**src/rtl/pipe_pkg.sv**
```systemverilog
// pipe_pkg: shared constants and types for the pipeline hazard/forwarding logic.
//   REG_AW_DFLT : default register address width
//   FWD_RF      : forwarding select value meaning "read the register file"
//   sh_entry_t  : one shadow-pipeline entry at the default register width
package pipe_pkg;

  localparam int REG_AW_DFLT = 5;
  localparam int FWD_RF      = 0;

  typedef struct packed {
    logic                   valid;
    logic [REG_AW_DFLT-1:0] rw;
    logic                   is_load;
  } sh_entry_t;

endpackage

```
**src/rtl/sat_counter.sv**
```systemverilog
// sat_counter: event counter that sticks at all-ones instead of wrapping.
// State advances on the falling clock edge, like the pipeline registers.
//   clk, rst : clock, async active-high reset (clears to 0)
//   i_inc    : count this edge
//   o_cnt    : current count
module sat_counter #(
  parameter int CNT_W = 16
) (
  input  logic             clk,
  input  logic             rst,
  input  logic             i_inc,
  output logic [CNT_W-1:0] o_cnt
);

  logic [CNT_W-1:0] r_cnt;

  always_ff @(negedge clk or posedge rst) begin
    if (rst)                          r_cnt <= '0;
    else if (i_inc && (r_cnt != '1))  r_cnt <= r_cnt + CNT_W'(1);
  end

  assign o_cnt = r_cnt;

endmodule

```
**src/rtl/pipe_hazard_ctrl.sv**
```systemverilog
// pipe_hazard_ctrl: hazard and forwarding controller for a 5-stage pipeline.
// A shadow pipeline of destination registers (sh[0] = EX .. sh[FWD_DEPTH] = WR)
// drives load-use stalls, taken-branch flushes and registered EX forwarding
// selects. State advances on the falling clock edge.
//   clk, rst                 : clock, async active-high reset
//   id_valid/id_rs/id_rt     : ID instruction and its source registers
//   id_use_rs/id_use_rt      : operand actually read
//   id_reg_wr/id_rw          : register write and its destination
//   id_is_load               : ID instruction is a load
//   ex_br_taken              : branch in EX resolved taken
//   if_stall/id_stall        : hold PC, IF/ID and the ID instruction
//   id_bubble                : insert a NOP into ID/EX
//   flush_if_id              : zero IF/ID on the next edge
//   fwd_a_sel/fwd_b_sel      : EX operand source (0 = RF, k = shadow stage k)
//   stall_cnt/flush_cnt      : saturating event counters
module pipe_hazard_ctrl
  import pipe_pkg::*;
#(
  parameter int REG_AW     = REG_AW_DFLT,
  parameter int FWD_DEPTH  = 2,
  parameter int LOAD_READY = 2,
  parameter int FWD_SEL_W  = $clog2(FWD_DEPTH + 1),
  parameter int CNT_W      = 16
) (
  input  logic                 clk,
  input  logic                 rst,
  input  logic                 id_valid,
  input  logic [REG_AW-1:0]    id_rs,
  input  logic [REG_AW-1:0]    id_rt,
  input  logic                 id_use_rs,
  input  logic                 id_use_rt,
  input  logic                 id_reg_wr,
  input  logic [REG_AW-1:0]    id_rw,
  input  logic                 id_is_load,
  input  logic                 ex_br_taken,
  output logic                 if_stall,
  output logic                 id_stall,
  output logic                 id_bubble,
  output logic                 flush_if_id,
  output logic [FWD_SEL_W-1:0] fwd_a_sel,
  output logic [FWD_SEL_W-1:0] fwd_b_sel,
  output logic [CNT_W-1:0]     stall_cnt,
  output logic [CNT_W-1:0]     flush_cnt
);

  // Same layout as sh_entry_t, sized to this instance's register width.
  typedef struct packed {
    logic              valid;
    logic [REG_AW-1:0] rw;
    logic              is_load;
  } sh_t;

  sh_t [FWD_DEPTH:0]    r_sh;
  logic [FWD_SEL_W-1:0] r_fwd_a, r_fwd_b;

  logic                 w_flush, w_lu;
  logic [FWD_DEPTH:0]   w_m_rs, w_m_rt, w_ld;
  logic [FWD_SEL_W-1:0] w_fwd_a, w_fwd_b;

  // Youngest eligible producer wins: scan from oldest to youngest so the
  // last hit is the smallest j. A load only qualifies once its data exists.
  function automatic logic [FWD_SEL_W-1:0] fwd_pick(input logic [FWD_DEPTH:0] m,
                                                    input logic [FWD_DEPTH:0] ld);
    logic [FWD_SEL_W-1:0] sel;
    sel = FWD_SEL_W'(FWD_RF);
    for (int j = FWD_DEPTH; j >= 1; j--) begin
      if (m[j-1] && (!ld[j-1] || (j >= LOAD_READY))) sel = FWD_SEL_W'(j);
    end
    return sel;
  endfunction

  // Gate with reset so outputs are quiet while reset is held.
  assign w_flush = ex_br_taken & ~rst;

  always_comb begin
    w_m_rs = '0;
    w_m_rt = '0;
    w_ld   = '0;
    w_lu   = 1'b0;
    for (int k = 0; k <= FWD_DEPTH; k++) begin
      w_m_rs[k] = r_sh[k].valid & id_use_rs & (id_rs == r_sh[k].rw);
      w_m_rt[k] = r_sh[k].valid & id_use_rt & (id_rt == r_sh[k].rw);
      w_ld[k]   = r_sh[k].is_load;
      // Load whose data is not yet forwardable when the consumer reaches EX.
      if ((k + 1) < LOAD_READY) w_lu = w_lu | (w_ld[k] & (w_m_rs[k] | w_m_rt[k]));
    end
    w_fwd_a = fwd_pick(w_m_rs, w_ld);
    w_fwd_b = fwd_pick(w_m_rt, w_ld);
  end

  // A flush overrides a load-use stall: the redirected PC must still load.
  assign if_stall    = w_lu & ~w_flush;
  assign id_stall    = w_lu & ~w_flush;
  assign id_bubble   = w_lu | w_flush;
  assign flush_if_id = w_flush;

  always_ff @(negedge clk or posedge rst) begin
    if (rst) begin
      r_sh    <= '0;
      r_fwd_a <= '0;
      r_fwd_b <= '0;
    end else begin
      r_sh[0] <= sh_t'{valid:   id_valid & id_reg_wr & (id_rw != '0) & ~id_bubble & ~w_flush,
                       rw:      id_rw,
                       is_load: id_is_load};
      for (int k = 0; k < FWD_DEPTH; k++) r_sh[k+1] <= r_sh[k];
      if (if_stall || w_flush) begin
        r_fwd_a <= FWD_SEL_W'(FWD_RF);
        r_fwd_b <= FWD_SEL_W'(FWD_RF);
      end else begin
        r_fwd_a <= w_fwd_a;
        r_fwd_b <= w_fwd_b;
      end
    end
  end

  assign fwd_a_sel = r_fwd_a;
  assign fwd_b_sel = r_fwd_b;

  sat_counter #(.CNT_W(CNT_W)) u_stall_cnt (
    .clk   (clk),
    .rst   (rst),
    .i_inc (if_stall),
    .o_cnt (stall_cnt)
  );

  sat_counter #(.CNT_W(CNT_W)) u_flush_cnt (
    .clk   (clk),
    .rst   (rst),
    .i_inc (w_flush),
    .o_cnt (flush_cnt)
  );

endmodule
```
**config.mk**
```make
export PLATFORM = sky130hd
export DESIGN_NAME = pipe_hazard_ctrl
export DESIGN_NICKNAME = d
export VERILOG_FILES = /design/src/rtl/pipe_pkg.sv /design/src/rtl/sat_counter.sv /design/src/rtl/pipe_hazard_ctrl.sv
export SDC_FILE = /design/constraint.sdc
export NUM_CORES = 1
export LEC_CHECK = 0
export ABC_AREA = 0
export BUFFER_PORTS_ARGS = -buffer_cell sky130_fd_sc_hd__clkbuf_2
export CAP_MARGIN = 15
export CORE_MARGIN = 4
export CORE_UTILIZATION = 52
export CTS_CLUSTER_SIZE = 12
export DETAILED_ROUTE_END_ITERATION = 6
export GPL_TIMING_DRIVEN = 1
export PLACE_DENSITY = 0.82
export RECOVER_POWER = 25
export SYNTH_ARGS = -nofsm -noshare
export SYNTH_HDL_FRONTEND = slang
export SYNTH_HIERARCHICAL = 1
export SYNTH_SLANG_ARGS = --single-unit
```
**constraint.sdc**
```tcl
create_clock -name clk -period 2.9 [get_ports clk]
set_input_delay 0.58 -clock clk [delete_from_list [all_inputs] [get_ports clk]]
set_output_delay 0.58 -clock clk [all_outputs]
set_load 0.01 [all_outputs]
```
==> results by group <==
Synth
  – Synth Flop Type: dfrtn_1
  – Seq cells post-synth: 49
  – Net count after synthesis: 229
  – EDFF count, synth: 0
  – Synthesized area: 2400 µm²
  – Distinct cells, synth: 32
  – Number of synthesis warnings: 6
  – Cell count after synthesis: 204
  – Synth async-reset ratio: 1.00
  – Sequential area share after synthesis: 0.511
  – Synth Area per Inst: 11.8 µm²

Power
  – P_int: 1.18 mW
  – Power per Cell Area: 442 nW/µm²
  – Sw Pwr: 527 µW
  – Logic pwr share: 0.312
  – Sequential share of power: 0.456
  – Power, Total: 1.71 mW
  – Clock share of power: 0.232
  – Sw Ratio: 0.308
  – Max rail drop VDD: 0.000574 V
  – Leak: 1.94 nW

Hold path
  – Hold worst-path end: r_sh[10]$_DFF_NP0_
  – Worst min path class: register to register
  – Hold path depth: 0
  – Hold path start: r_sh[3]$_DFF_NP0_

Floorplan
  – Die X: 76.0 µm
  – CORE AREA: 4410 µm²
  – IO Pins: 63
  – Rows: 24
  – Initial Utilization: 0.544
  – Die area: 5770 µm²
  – Die H: 76.0 µm

Status
  – Failing checks: negative setup slack
  – Run status: finished, violations left

Clocking
  – CTS Buf Count: 5
  – CTS tree: done
  – Cts hold-fix bufs: 0
  – Clk Latency, worst-skew pair: 0.31 ns
  – Root buf cell: clkbuf_8
  – Clk slew on worst S/H paths: 0.06 ns
  – Htree depth: 2
  – Maximum clock path buffer count: 2
  – Clock Sinks: 49

Worst setup path
  – R2r setup slk: 0.41 ns
  – CP arrival: 3.27 ns
  – Crit path kind: register to primary output
  – Worst R2R End: fwd_b_sel[1]$_DFF_NP0_
  – Worst reg2reg path depth: 14
  – CP bufs+invs: 2
  – CP top delay family: flip-flops
  – Worst EP required: 2.32 ns
  – Setup crit end kind: primary output
  – Slowest stage delay, CP: 0.54 ns
  – Max FO, Critical Path: 3
  – Crit start category: register
  – Worst r2r src: r_sh[1]$_DFF_NP0_
  – CP Depth: 6
  – Crit-path slowest cell: dfrtn_1
  – Critical path's most frequent cell: buf_6
  – Cell Chain, Critical Path: xnor2_2 -> nand4_2 -> o22ai_2 -> and3_4 -> buf_6 -> buf_6

Global route
  – Vias in the first global route: 2,488
  – Largest net degree at the start of global routing: 18
  – Initial antenna violation count: 0
  – Grt ovf: 0
  – First-pass GRT wire length: 12,200 µm
  – Overall Global Routing Usage: 0.261

Routing
  – Via Count: 2,392
  – Antenna-violating nets left: 0
  – Drt initial violations: 117
  – Drt via density: 5.72
  – Number of remaining DRC errors: 0
  – Final wirelength: 7890 µm
  – DR pass1 iterations: 4
  – Drt wl/cell: 18.9 µm

STA
  – Final WS setup: -0.948 ns
  – Unrepaired setup endpoints after global routing: yes
  – Fin. max-slew vios: 0
  – Clock skew: 0.00587 ns
  – Worst-Margin Slew: 0.932 ns
  – Max transition margin: 0.378
  – Final setup violation count: 44
  – Final hold vios: 0

Layout
  – Register Area: 1230 µm²
  – Area Overhead vs Synth: 61.3%
  – N_diodes: 0
  – Filler Cell Count: 196
  – Layout cells sized above 1: 0.590
  – Footprint of the multi-input gates: 1380 µm²
  – Total Nets Final: 390

Placement
  – Final HPWL DP: 4310 µm
  – Port bufs: 62
  – Routability Congestion: 0.802
  – Placement Setup Slack: -0.860 ns

Job
  – Max-Cap Viols: 0
==> cells in the final DEF (no fill, tap or decap), drive strengths merged <==
cell | netlist | final
inv | 4 | 2
o21a | 2 | 2
or4 | 1 | 1
and4 | 8 | 8
mux2i | 2 | 2
nor4 | 4 | 4
nand3 | 17 | 17
clkinv | 0 | 3
clkinvlp | 0 | 1
mux2 | 4 | 4
xnor2 | 40 | 40
o2111ai | 1 | 1
nand2b | 2 | 2
and2 | 2 | 2
ha | 2 | 2
xor2 | 2 | 2
a2111oi | 2 | 2
o22ai | 1 | 1
nand4 | 19 | 19
nand2 | 15 | 15
a21oi | 5 | 5
a21o | 1 | 1
clkbuf | 0 | 35
dfrtn | 49 | 49
and3 | 11 | 11
nor2 | 9 | 9
buf | 1 | 126
==> how the worst max path moves through the flow <==
stage                                        end  slack, ns              start
2_1_floorplan  u_stall_cnt/o_cnt[14]$_DFFE_NP0P_      -0.75           id_rs[4]
3_3_place_gp   u_stall_cnt/o_cnt[14]$_DFFE_NP0P_      -0.82           id_rs[1]
3_5_place_dp   u_stall_cnt/o_cnt[14]$_DFFE_NP0P_      -0.86           id_rs[1]
4_1_cts                                 id_stall      -0.85  r_sh[5]$_DFF_NP0_
5_1_grt                                 id_stall      -0.97  r_sh[2]$_DFF_NP0_
6_report                                id_stall      -0.95  r_sh[1]$_DFF_NP0_
==> routing by layer <==
layer,vias up,track usage,share of wire
li1,1064,-,-
met2,111,0.463,0.53
met3,35,0.0640,0.061
met4,0,0.116,0.044
met1,1182,0.292,0.36
met5,-,0,0
==> power groups by stage <==
| stage | sequential [mW] | clock, mW | combinational [mW] |
|---|---|---|---|
| detailed placement | 0.792 | 0 | 0.399 |
| CTS | 0.778 | 0.399 | 0.463 |
| floorplan | 0.848 | 0 | 0.144 |
| global placement | 0.789 | 0 | 0.390 |
| global route | 0.786 | 0.435 | 0.567 |
| finish | 0.780 | 0.396 | 0.533 |
==> metrics by stage <==
step	TNS, ns	hold WS [ns]	cells	cell area, µm²	util
after global placement	-17.24	0.385	358	3240	0.734
after global routing	-18.45	0.419	418	3870	0.877
after CTS	-12.31	0.391	404	3710	0.840
final	-16.33	0.394	418	3870	0.877
after detailed placement	-18.45	0.389	358	3240	0.734
after floorplan	-13.08	0.366	204	2550	-
==> layout make-up <==
cell class / count / share of cell area
Clock buffer: 6 / 0.0187
Inverter: 4 / 0.00743
Multi-Input combinational cell: 150 / 0.357
Tap cell: 52 / 0.0168
Clock inverter: 2 / 0.00258
Timing Repair Buffer: 155 / 0.280
Sequential cell: 49 / 0.317
==> state kept, by name (all words and copies together) (netlist names) <==
register,flops
u_flush_cnt/o_cnt,16
r_sh,13
fwd_b_sel,2
fwd_a_sel,2
u_stall_cnt/o_cnt,16
==> worst reg2reg max path, cell delays in order, from the launching register on <==
cell,delay [ns]
dfrtn_1,0.54
xnor2_2,0.16
nand4_2,0.16
buf_4,0.17
buf_4,0.12
buf_4,0.12
buf_4,0.12
buf_4,0.12
buf_4,0.12
buf_4,0.12
buf_4,0.12
buf_4,0.12
buf_4,0.14
nor2_4,0.12
a2111oi_2,0.08
==> logic make-up (layout without fill, tap and decap cells) <==
logic type,after synthesis,in the layout,synth area share
AND/OR/NAND/NOR,88,88,0.250
flip-flops,49,49,0.511
XOR/XNOR,42,42,0.153
AO/OA/AOI/OAI,12,12,0.0391
multiplexers,6,6,0.0271
buffers and inverters,5,167,0.00938
adder cells (fa/ha/maj),2,2,0.0104
==> synthesized netlist by cell type (all sizes together) (2+ instances only) <==
cell type,instances,share of area
nand2,15,0.026
nand2b,2,0.0052
and4,8,0.030
dfrtn,49,0.51
and3,11,0.030
a2111oi,2,0.013
mux2i,2,0.0083
nand4,19,0.072
xor2,2,0.0073
and2,2,0.0052
inv,4,0.0063
o21a,2,0.0063
a21oi,5,0.010
mux2,4,0.019
nand3,17,0.040
nor4,4,0.023
ha,2,0.010
xnor2,40,0.15
nor2,9,0.016
==> repair_timing <==
| action | in CTS | in global routing |
|---|---|---|
| pin swaps | 16 | 6 |
| resized for setup | 19 | 49 |
| setup endpoints to repair | 49 | 64 |
| buffers inserted | 39 | 15 |
No activity file was read; power rests on OpenSTA's default activity.
